===== config.mk =====
export PLATFORM = sky130hd
export DESIGN_NAME = ecc_uart_tx_ctrl
export DESIGN_NICKNAME = d
export VERILOG_FILES = /design/src/rtl/ecc_uart_tx_ctrl_pkg.sv /design/src/rtl/ecc_uart_tx_ctrl_hamming13_encoder.sv /design/src/rtl/ecc_uart_tx_ctrl.sv
export SDC_FILE = /design/constraint.sdc
export NUM_CORES = 1
export LEC_CHECK = 0
export BUFFER_PORTS_ARGS = -buffer_cell sky130_fd_sc_hd__buf_2
export CAP_MARGIN = 40
export CORE_MARGIN = 4
export CORE_UTILIZATION = 48
export DETAILED_ROUTE_END_ITERATION = 8
export GPL_ROUTABILITY_DRIVEN = 0
export MAX_ROUTING_LAYER = met4
export PLACE_DENSITY_LB_ADDON = 0.15
export SLEW_MARGIN = 25
export SYNTH_ARGS = -nofsm -noshare
export SYNTH_HDL_FRONTEND = slang
export SYNTH_SLANG_ARGS = --single-unit

===== constraint.sdc =====
create_clock -name clk -period 1.72 [get_ports clk]
set_input_delay 0.258 -clock clk [delete_from_list [all_inputs] [get_ports clk]]
set_output_delay 0.258 -clock clk [all_outputs]
set_load 0.01 [all_outputs]

===== src/rtl/ecc_uart_tx_ctrl_pkg.sv =====
// Shared types and constants for the SECDED-protected UART transmit controller.
// Frame = start bit + 13-bit Hamming(13,8) codeword + stop bit.
package ecc_uart_tx_ctrl_pkg;

    localparam int DATA_W     = 8;
    localparam int CW_W       = 13;
    localparam int FRAME_BITS = 15;
    localparam int CNT_W      = 16;
    localparam int IDX_W      = 4;

    typedef enum logic [1:0] {
        IDLE  = 2'd0,
        START = 2'd1,
        DATA  = 2'd2,
        STOP  = 2'd3
    } state_t;

endpackage


===== src/rtl/ecc_uart_tx_ctrl_hamming13_encoder.sv =====
// Hamming(13,8) SECDED encoder.
// Layout {p_total,d8,d7,d6,d5,p8,d4,d3,d2,p4,d1,p2,p1}.
module hamming13_encoder
    import ecc_uart_tx_ctrl_pkg::*;
(
    input  logic [DATA_W-1:0] data_i,
    output logic [CW_W-1:0]   cw_o
);

    logic d1, d2, d3, d4, d5, d6, d7, d8;
    logic p1, p2, p4, p8;
    logic [CW_W-2:0] body;

    assign {d8, d7, d6, d5, d4, d3, d2, d1} = data_i;

    assign p1 = d1 ^ d2 ^ d4 ^ d5 ^ d7;
    assign p2 = d1 ^ d3 ^ d4 ^ d6 ^ d7;
    assign p4 = d2 ^ d3 ^ d4 ^ d8;
    assign p8 = d5 ^ d6 ^ d7 ^ d8;

    assign body = {d8, d7, d6, d5, p8, d4, d3, d2, p4, d1, p2, p1};

    // Overall parity makes the full word even, enabling double-error detect.
    assign cw_o = {^body, body};

endmodule


===== src/rtl/ecc_uart_tx_ctrl.sv =====
// Two-requester round-robin UART transmitter sending each byte as a
// SECDED codeword: start, 13 codeword bits LSB first, stop.
module ecc_uart_tx_ctrl
    import ecc_uart_tx_ctrl_pkg::*;
#(
    parameter int CLKS_PER_BIT = 434
) (
    input  logic              clk,
    input  logic              rst_n,
    input  logic              req0,
    input  logic              req1,
    input  logic [DATA_W-1:0] data0,
    input  logic [DATA_W-1:0] data1,
    output logic              gnt0,
    output logic              gnt1,
    output logic              tx,
    output logic              busy,
    output logic              src_id,
    output logic              frame_done
);

    localparam logic [CNT_W-1:0] BIT_LAST = CNT_W'(CLKS_PER_BIT - 1);
    localparam logic [IDX_W-1:0] IDX_LAST = IDX_W'(FRAME_BITS - 3);

    state_t            state_q, state_d;
    logic [CNT_W-1:0]  cnt_q, cnt_d;
    logic [IDX_W-1:0]  idx_q, idx_d;
    logic [CW_W-1:0]   cw_q, cw_d;
    logic              tx_q, tx_d;
    logic              src_q, src_d;
    logic              last_q, last_d;

    logic              any_req;
    logic              sel;
    logic              grant;
    logic              bit_end;
    logic [IDX_W-1:0]  idx_nx;
    logic [DATA_W-1:0] mux_data;
    logic [CW_W-1:0]   enc_cw;

    // Contention goes to whoever was not served last.
    assign any_req  = req0 | req1;
    assign sel      = (req0 & req1) ? ~last_q : req1;
    assign mux_data = sel ? data1 : data0;
    assign grant    = rst_n & (state_q == IDLE) & any_req;

    hamming13_encoder u_enc (
        .data_i (mux_data),
        .cw_o   (enc_cw)
    );

    assign bit_end = (cnt_q == BIT_LAST);
    assign idx_nx  = idx_q + 1'b1;

    always_comb begin
        state_d = state_q;
        cnt_d   = cnt_q;
        idx_d   = idx_q;
        cw_d    = cw_q;
        tx_d    = tx_q;
        src_d   = src_q;
        last_d  = last_q;

        unique case (state_q)
            IDLE: begin
                tx_d  = 1'b1;
                cnt_d = '0;
                if (grant) begin
                    cw_d    = enc_cw;
                    src_d   = sel;
                    last_d  = sel;
                    tx_d    = 1'b0;
                    idx_d   = '0;
                    state_d = START;
                end
            end
            START: begin
                cnt_d = bit_end ? '0 : cnt_q + 1'b1;
                if (bit_end) begin
                    idx_d   = '0;
                    tx_d    = cw_q[0];
                    state_d = DATA;
                end
            end
            DATA: begin
                cnt_d = bit_end ? '0 : cnt_q + 1'b1;
                if (bit_end) begin
                    if (idx_q == IDX_LAST) begin
                        tx_d    = 1'b1;
                        state_d = STOP;
                    end else begin
                        idx_d = idx_nx;
                        tx_d  = cw_q[idx_nx];
                    end
                end
            end
            STOP: begin
                cnt_d = bit_end ? '0 : cnt_q + 1'b1;
                if (bit_end) begin
                    tx_d    = 1'b1;
                    state_d = IDLE;
                end
            end
            default: begin
                tx_d    = 1'b1;
                cnt_d   = '0;
                state_d = IDLE;
            end
        endcase
    end

    always_ff @(posedge clk or negedge rst_n) begin
        if (!rst_n) begin
            state_q <= IDLE;
            cnt_q   <= '0;
            idx_q   <= '0;
            cw_q    <= '0;
            tx_q    <= 1'b1;
            src_q   <= 1'b0;
            last_q  <= 1'b1;
        end else begin
            state_q <= state_d;
            cnt_q   <= cnt_d;
            idx_q   <= idx_d;
            cw_q    <= cw_d;
            tx_q    <= tx_d;
            src_q   <= src_d;
            last_q  <= last_d;
        end
    end

    assign gnt0       = grant & ~sel;
    assign gnt1       = grant & sel;
    assign tx         = tx_q;
    assign busy       = (state_q != IDLE);
    assign src_id     = src_q;
    assign frame_done = (state_q == STOP) & bit_end;

endmodule


==> out/results.txt, run 1 <==
Worst hold path class: in2async
Sink Count: 38
Final worst slack: -0.268 ns
Initial antenna violation count: 0
Leak: 1.46 nW
Core Area: 4750 um2
Failing checks: setup timing
Power Density: 1280 nW/um2
Area of the die: 6110 um2
Vias in the first global route: 1,976
Pre-CTS WS: -0.110 ns
Finished Core Util: 0.676
Avg Cell Area, Syn: 9.72 um2
Slew of the pin with the lowest slew margin: 0.583 ns
Layout Nets: 345
Sequential group share of total power: 0.320
Reg2Reg Setup Slack: -0.22 ns
Pins Over Slew Limit: 0
CTS tree: done
Status: finished with violations
GRT Resource Usage Total: 0.195
Detailed-route DRC error count: 0
Most frequent cells in the layout: buf_4, dfrtp_1, buf_2, nand2_1, xnor2_1
Min Tclk post-route: 1.99 ns
I/O pins: 26
Fin cells: 384
Critical Path Fanout Max: 3
Synth Instances: 243
Most common cell after layout, fill and taps aside: buf_4
Syn Std Cell Area: 2360 um2
Internal power: 0.00271 W
Cells after DPL: 359
Overflow after GRT: 0
Routed length per instance: 14.7 um
CP arrival: 1.73 ns
Largest net degree at the start of global routing: 35
CTS Buffer Depth: 2
Skew final: 0.00550 ns
Synth Warn #: 0
Gate power share: 0.456
Seq cells post-synth: 38
H-Tree Depth: 2
Clock-pin slew on the worst setup and hold paths: 0.08 ns
Root Buffer: clkbuf_8
Syn_nets: 272
Clock share of power: 0.224
Final Hold Fails: 0
Fmax: 503 MHz
Ant. Diodes: 0
Row count: 25
Post-synth ARST share: 1.00
Net Sw Power: 0.00140 W
WL final: 5.65 mm
Number of port buffers: 25
Max VDD drop: 443 uV
RSZ-0062 raised after global routing: true
Commonest register cell after synthesis: dfrtp_1
Die Y: 78.2 um
R2R Path End: idx_q[1]
Switching share of total power: 0.340
Critical path launch point type: flop
Setup TNS: -1.11 ns
Clk Latency, worst-skew pair: 0.29 ns
First-pass GRT wire length: 9.22 mm
Drt via density: 5.34
FF-to-FF path depth: 9
Crit Path Category: reg2out
Period utilization: 1.16
DR iter-0 viols: 93
# Max-Cap Violations: 0
Element type at the critical path end: output pin
Die Wd: 78.2 um
Share of cells above drive strength 1: 0.350
Area delta synth->final: 36.1%
Initial Utilization: 0.497
Post-synth EDFFs: 0
Vias: 2,049
Detailed placer's ending HPWL: 3.96 mm
Reg2reg start: cnt_q[1]
Max transition margin: 0.608
Count of different cell masters after synthesis: 42
CTS buffer count: 5
Initial DRT Pass Iterations: 6
Post-route ant nets: 0
WP data required: 1.46 ns
Overall Power: 0.00411 W
Register area share after synthesis: 0.404
Final setup viols: 6
worst max-delay path by stage:
stage | cells after the start | to | start | slack (ns)
floorplan | 8 | tx | idx_q[0] | 0.002
global placement | 5 | idx_q[3] | cnt_q[11] | -0.02
detailed placement | 5 | idx_q[3] | cnt_q[11] | -0.11
CTS | 7 | frame_done | cnt_q[1] | -0.25
global route | 7 | frame_done | cnt_q[1] | -0.33
finish | 7 | frame_done | cnt_q[1] | -0.27
power by group through the flow:
| stage | combinational (W) | sequential (W) | clock [W] |
|---|---|---|---|
| after global routing | 0.00208 | 0.00134 | 0.000980 |
| after CTS | 0.00165 | 0.00131 | 0.000931 |
| after global placement | 0.00148 | 0.00131 | 0 |
| after detailed placement | 0.00150 | 0.00132 | 0 |
| after floorplan | 0.000938 | 0.00130 | 0 |
| final | 0.00188 | 0.00131 | 0.000922 |
cell type report:
class | count | area (um2)
inverters | 11 | 41.3
clock inverters | 3 | 68.8
fillers | 371 | 1540
repair buffers | 72 | 544
well taps | 67 | 83.8
clock buffers | 5 | 68.8
multi-input cells | 188 | 1450
flip-flops and latches | 38 | 956
stage by stage:
| step | hold slack (ns) | instance area, um2 |
|---|---|---|
| floorplan | -0.0376 | 2370 |
| global placement | 0.214 | 2800 |
| finish | 0.0504 | 3210 |
| detailed placement | 0.216 | 2800 |
| global route | 0.0700 | 3210 |
| CTS | 0.0572 | 3060 |
layer usage:
layer,share of wire,vias up,global-route usage
li1,-,1007,-
met1,0.46,983,0.250
met2,0.48,52,0.318
met3,0.040,7,0.0275
met4,0.015,0,0.0682
met5,0,-,-
synth_stat cells, types with 2 or more instances:
cell type  number  area [um2]
dfrtp_1        36         901
nand2_1        23        86.3
o21ai_0        23         115
xnor2_1        23         201
nor2_1         18        67.6
xor2_1         17         149
mux2i_1        13         130
inv_1          11        41.3
ha_1            9         113
nand3_1         8        40.0
nand4_1         5        31.3
clkbuf_1        4        15.0
nor3_1          4        20.0
a21oi_1         3        15.0
and2_1          3        18.8
and4_1          3        26.3
mux2_2          3        33.8
nor3b_1         3        22.5
o31ai_1         3        22.5
or3_1           3        18.8
a221o_1         2        20.0
a31oi_1         2        12.5
buf_2           2        10.0
dfstp_2         2        52.6
mux4_2          2        45.0
o211ai_1        2        15.0
state kept, by name (all words and copies together), names as in the netlist:
register / flops
src_id: 1
cw_q: 13
cnt_q: 16
tx: 1
idx_q: 4
state_q: 2
last_q: 1
cell families after synthesis:
logic type | share of synthesized area
AO/OA/AOI/OAI | 0.113
flip-flops | 0.404
XOR/XNOR | 0.148
buffers and inverters | 0.0281
AND/OR/NAND/NOR | 0.171
multiplexers | 0.0884
adder cells (fa/ha/maj) | 0.0477
critical path, stage by stage, from the launching register on:
cell	delay, ns
dfrtp_1	0.40
inv_1	0.07
ha_2	0.16
nor3b_4	0.21
and4_4	0.28
buf_6	0.10
and2_4	0.13
buf_6	0.09
repair_timing:
item,CTS,global route
hold buffers,1,0
resized for setup,18,19
buffers inserted,6,10
gates cloned,0,1
hold endpoints to repair,3,0
setup endpoints to repair,9,24
pin swaps,9,9
No activity file was read; power rests on OpenSTA's default activity.
==> run 2, diff against run 1 <==
==> constraint.sdc (replaced) <==
create_clock -name clk -period 2.35 [get_ports clk]
set_input_delay 0.3525 -clock clk [delete_from_list [all_inputs] [get_ports clk]]
set_output_delay 0.3525 -clock clk [all_outputs]
set_load 0.01 [all_outputs]
==> out/results.txt, run 2 (synthesis gave the netlist of run 1 again) <==
Status: complete, no violations
Most common cell after layout, fill and taps aside: dfrtp_1
WP data required: 2.00 ns
Critical Path Fanout Max: 5
Vias in the first global route: 1,737
H-Tree Depth: 2
Sink Count: 38
Initial Utilization: 0.497
Hold path cells: 3
I/O pins: 26
Crit path buffers/inverters: 2
Initial antenna violation count: 0
CTS buffer count: 5
Critical path launch point type: flop
GRT Resource Usage Total: 0.176
Filler cell count: 431
Critical path's slowest cell: dfrtp_1
Die Y: 78.2 um
Final setup viols: 0
Power Density: 901 nW/um2
Element type at the critical path end: output pin
Multi-input logic area: 1340 um2
Min Tclk post-route: 2.10 ns
Top Registers: cnt_q x16, cw_q x13, idx_q x4
Post-CTS Setup Inserts: 0
Ant. Diodes: 0
Detailed-route DRC error count: 0
R2R Path End: tx
Placed cell areas: 2580 um2
Final Hold Fails: 0
Max transition margin: 0.631
Setup TNS: 0 ns
Post-route ant nets: 0
Leak: 1.21 nW
Detailed placer's ending HPWL: 3.58 mm
Fmax: 477 MHz
CTS Buffer Depth: 2
Area delta synth->final: 14.2%
Drt via density: 5.20
Finished Core Util: 0.568
Period utilization: 0.892
Hold slack: 0.368 ns
CTS Hold Bufs: 1
Storage cell area: 953 um2
CP arrival: 1.74 ns
Post_cts resized: 0
Overflow after GRT: 0
Reg2reg start: idx_q[0]
Routed length per instance: 13.8 um
RSZ-0062 raised after global routing: false
Worst hold path class: in2reg
Clk Latency, worst-skew pair: 0.30 ns
Number of port buffers: 25
Layout Nets: 303
# Max-Cap Violations: 0
Critical-path cell list: inv_1, ha_1, nor3b_1, and4_1, and2_1, buf_2
Design area: 2700 um2
Initial DRT Pass Iterations: 4
Max reg flops: 16
Hold Path Sink: cw_q[8]
Root Buffer: clkbuf_8
Critical path's largest stage delay: 0.39 ns
Most frequent cells in the layout: dfrtp_1, buf_2, o21ai_0, nand2_1, xnor2_1
Max VDD drop: 424 uV
Clock-pin slew on the worst setup and hold paths: 0.08 ns
Share of cells above drive strength 1: 0.172
WL final: 4.70 mm
DR iter-0 viols: 133
Skew final: 0.00964 ns
Area of the die: 6110 um2
Core Area: 4750 um2
Die Wd: 78.2 um
CTS tree: done
FF-to-FF path depth: 7
Vias: 1,774
Slew of the pin with the lowest slew margin: 0.552 ns
CP top delay family: simple AND/OR/NAND/NOR gates
Reg2Reg Setup Slack: 0.40 ns
Crit Path Category: reg2out
Row count: 25
HP Start: data0[4]
Largest Register: cnt_q
Largest net degree at the start of global routing: 34
Pins Over Slew Limit: 0
First-pass GRT wire length: 8.27 mm
-- run 2: cell count changes in the layout (fill, tap and decap cells not counted), moves of 3 or more --
| cell | before | now |
|---|---|---|
| o21ai_0 | 17 | 23 |
| o21ai_1 | 6 | 1 |
| inv_1 | 8 | 11 |
| buf_4 | 39 | 4 |
| inv_2 | 3 | 0 |
| ha_1 | 5 | 9 |
| buf_6 | 5 | 0 |
-- run 2: worst reg2reg max path, stage by stage (launching register included) --
cell,delay (ns)
dfrtp_1,0.59
inv_1,0.09
ha_1,0.38
mux4_2,0.32
mux2i_1,0.13
o21ai_0,0.10
a31oi_1,0.17
o2bb2ai_1,0.09
-- run 2: how the worst max path moves through the flow --
stage	startpoint	to	slack (ns)	cells after the start
after floorplan	cnt_q[1]	idx_q[3]	0.55	7
after global placement	cnt_q[1]	idx_q[3]	0.48	7
after detailed placement	idx_q[0]	tx	0.40	7
after CTS	cnt_q[1]	frame_done	0.23	6
after global routing	cnt_q[1]	frame_done	0.16	6
final	cnt_q[1]	frame_done	0.25	6
-- run 2: layer usage --
metal,global-route usage,wire length (um),share of wire,vias up
met5,-,0,0,-
li1,-,-,-,910
met2,0.265,2120,0.45,29
met1,0.239,2330,0.50,831
met3,0.0378,208,0.044,4
met4,0.0577,46,0.0098,0
-- run 2: area by class of cell --
cell class	count	share of cell area
clock buffers	6	0.0306
clock inverters	1	0.0111
inverters	11	0.0153
multi-input cells	188	0.497
flip-flops and latches	38	0.353
well taps	67	0.0311
repair buffers	30	0.0612
-- run 2: where the power goes --
| part | switching, W | total, W | internal, W |
|---|---|---|---|
| clock | 0.000221 | 0.000561 | 0.000339 |
| sequential | 0.000122 | 0.000966 | 0.000843 |
| combinational | 0.000511 | 0.000906 | 0.000395 |
-- run 2: through the flow --
step,power (W),setup slack [ns],instances
after CTS,0.00246,0.227,341
after floorplan,0.00163,0.553,243
after global placement,0.00188,0.481,333
after global routing,0.00264,0.162,341
final,0.00243,0.254,341
after detailed placement,0.00189,0.400,333
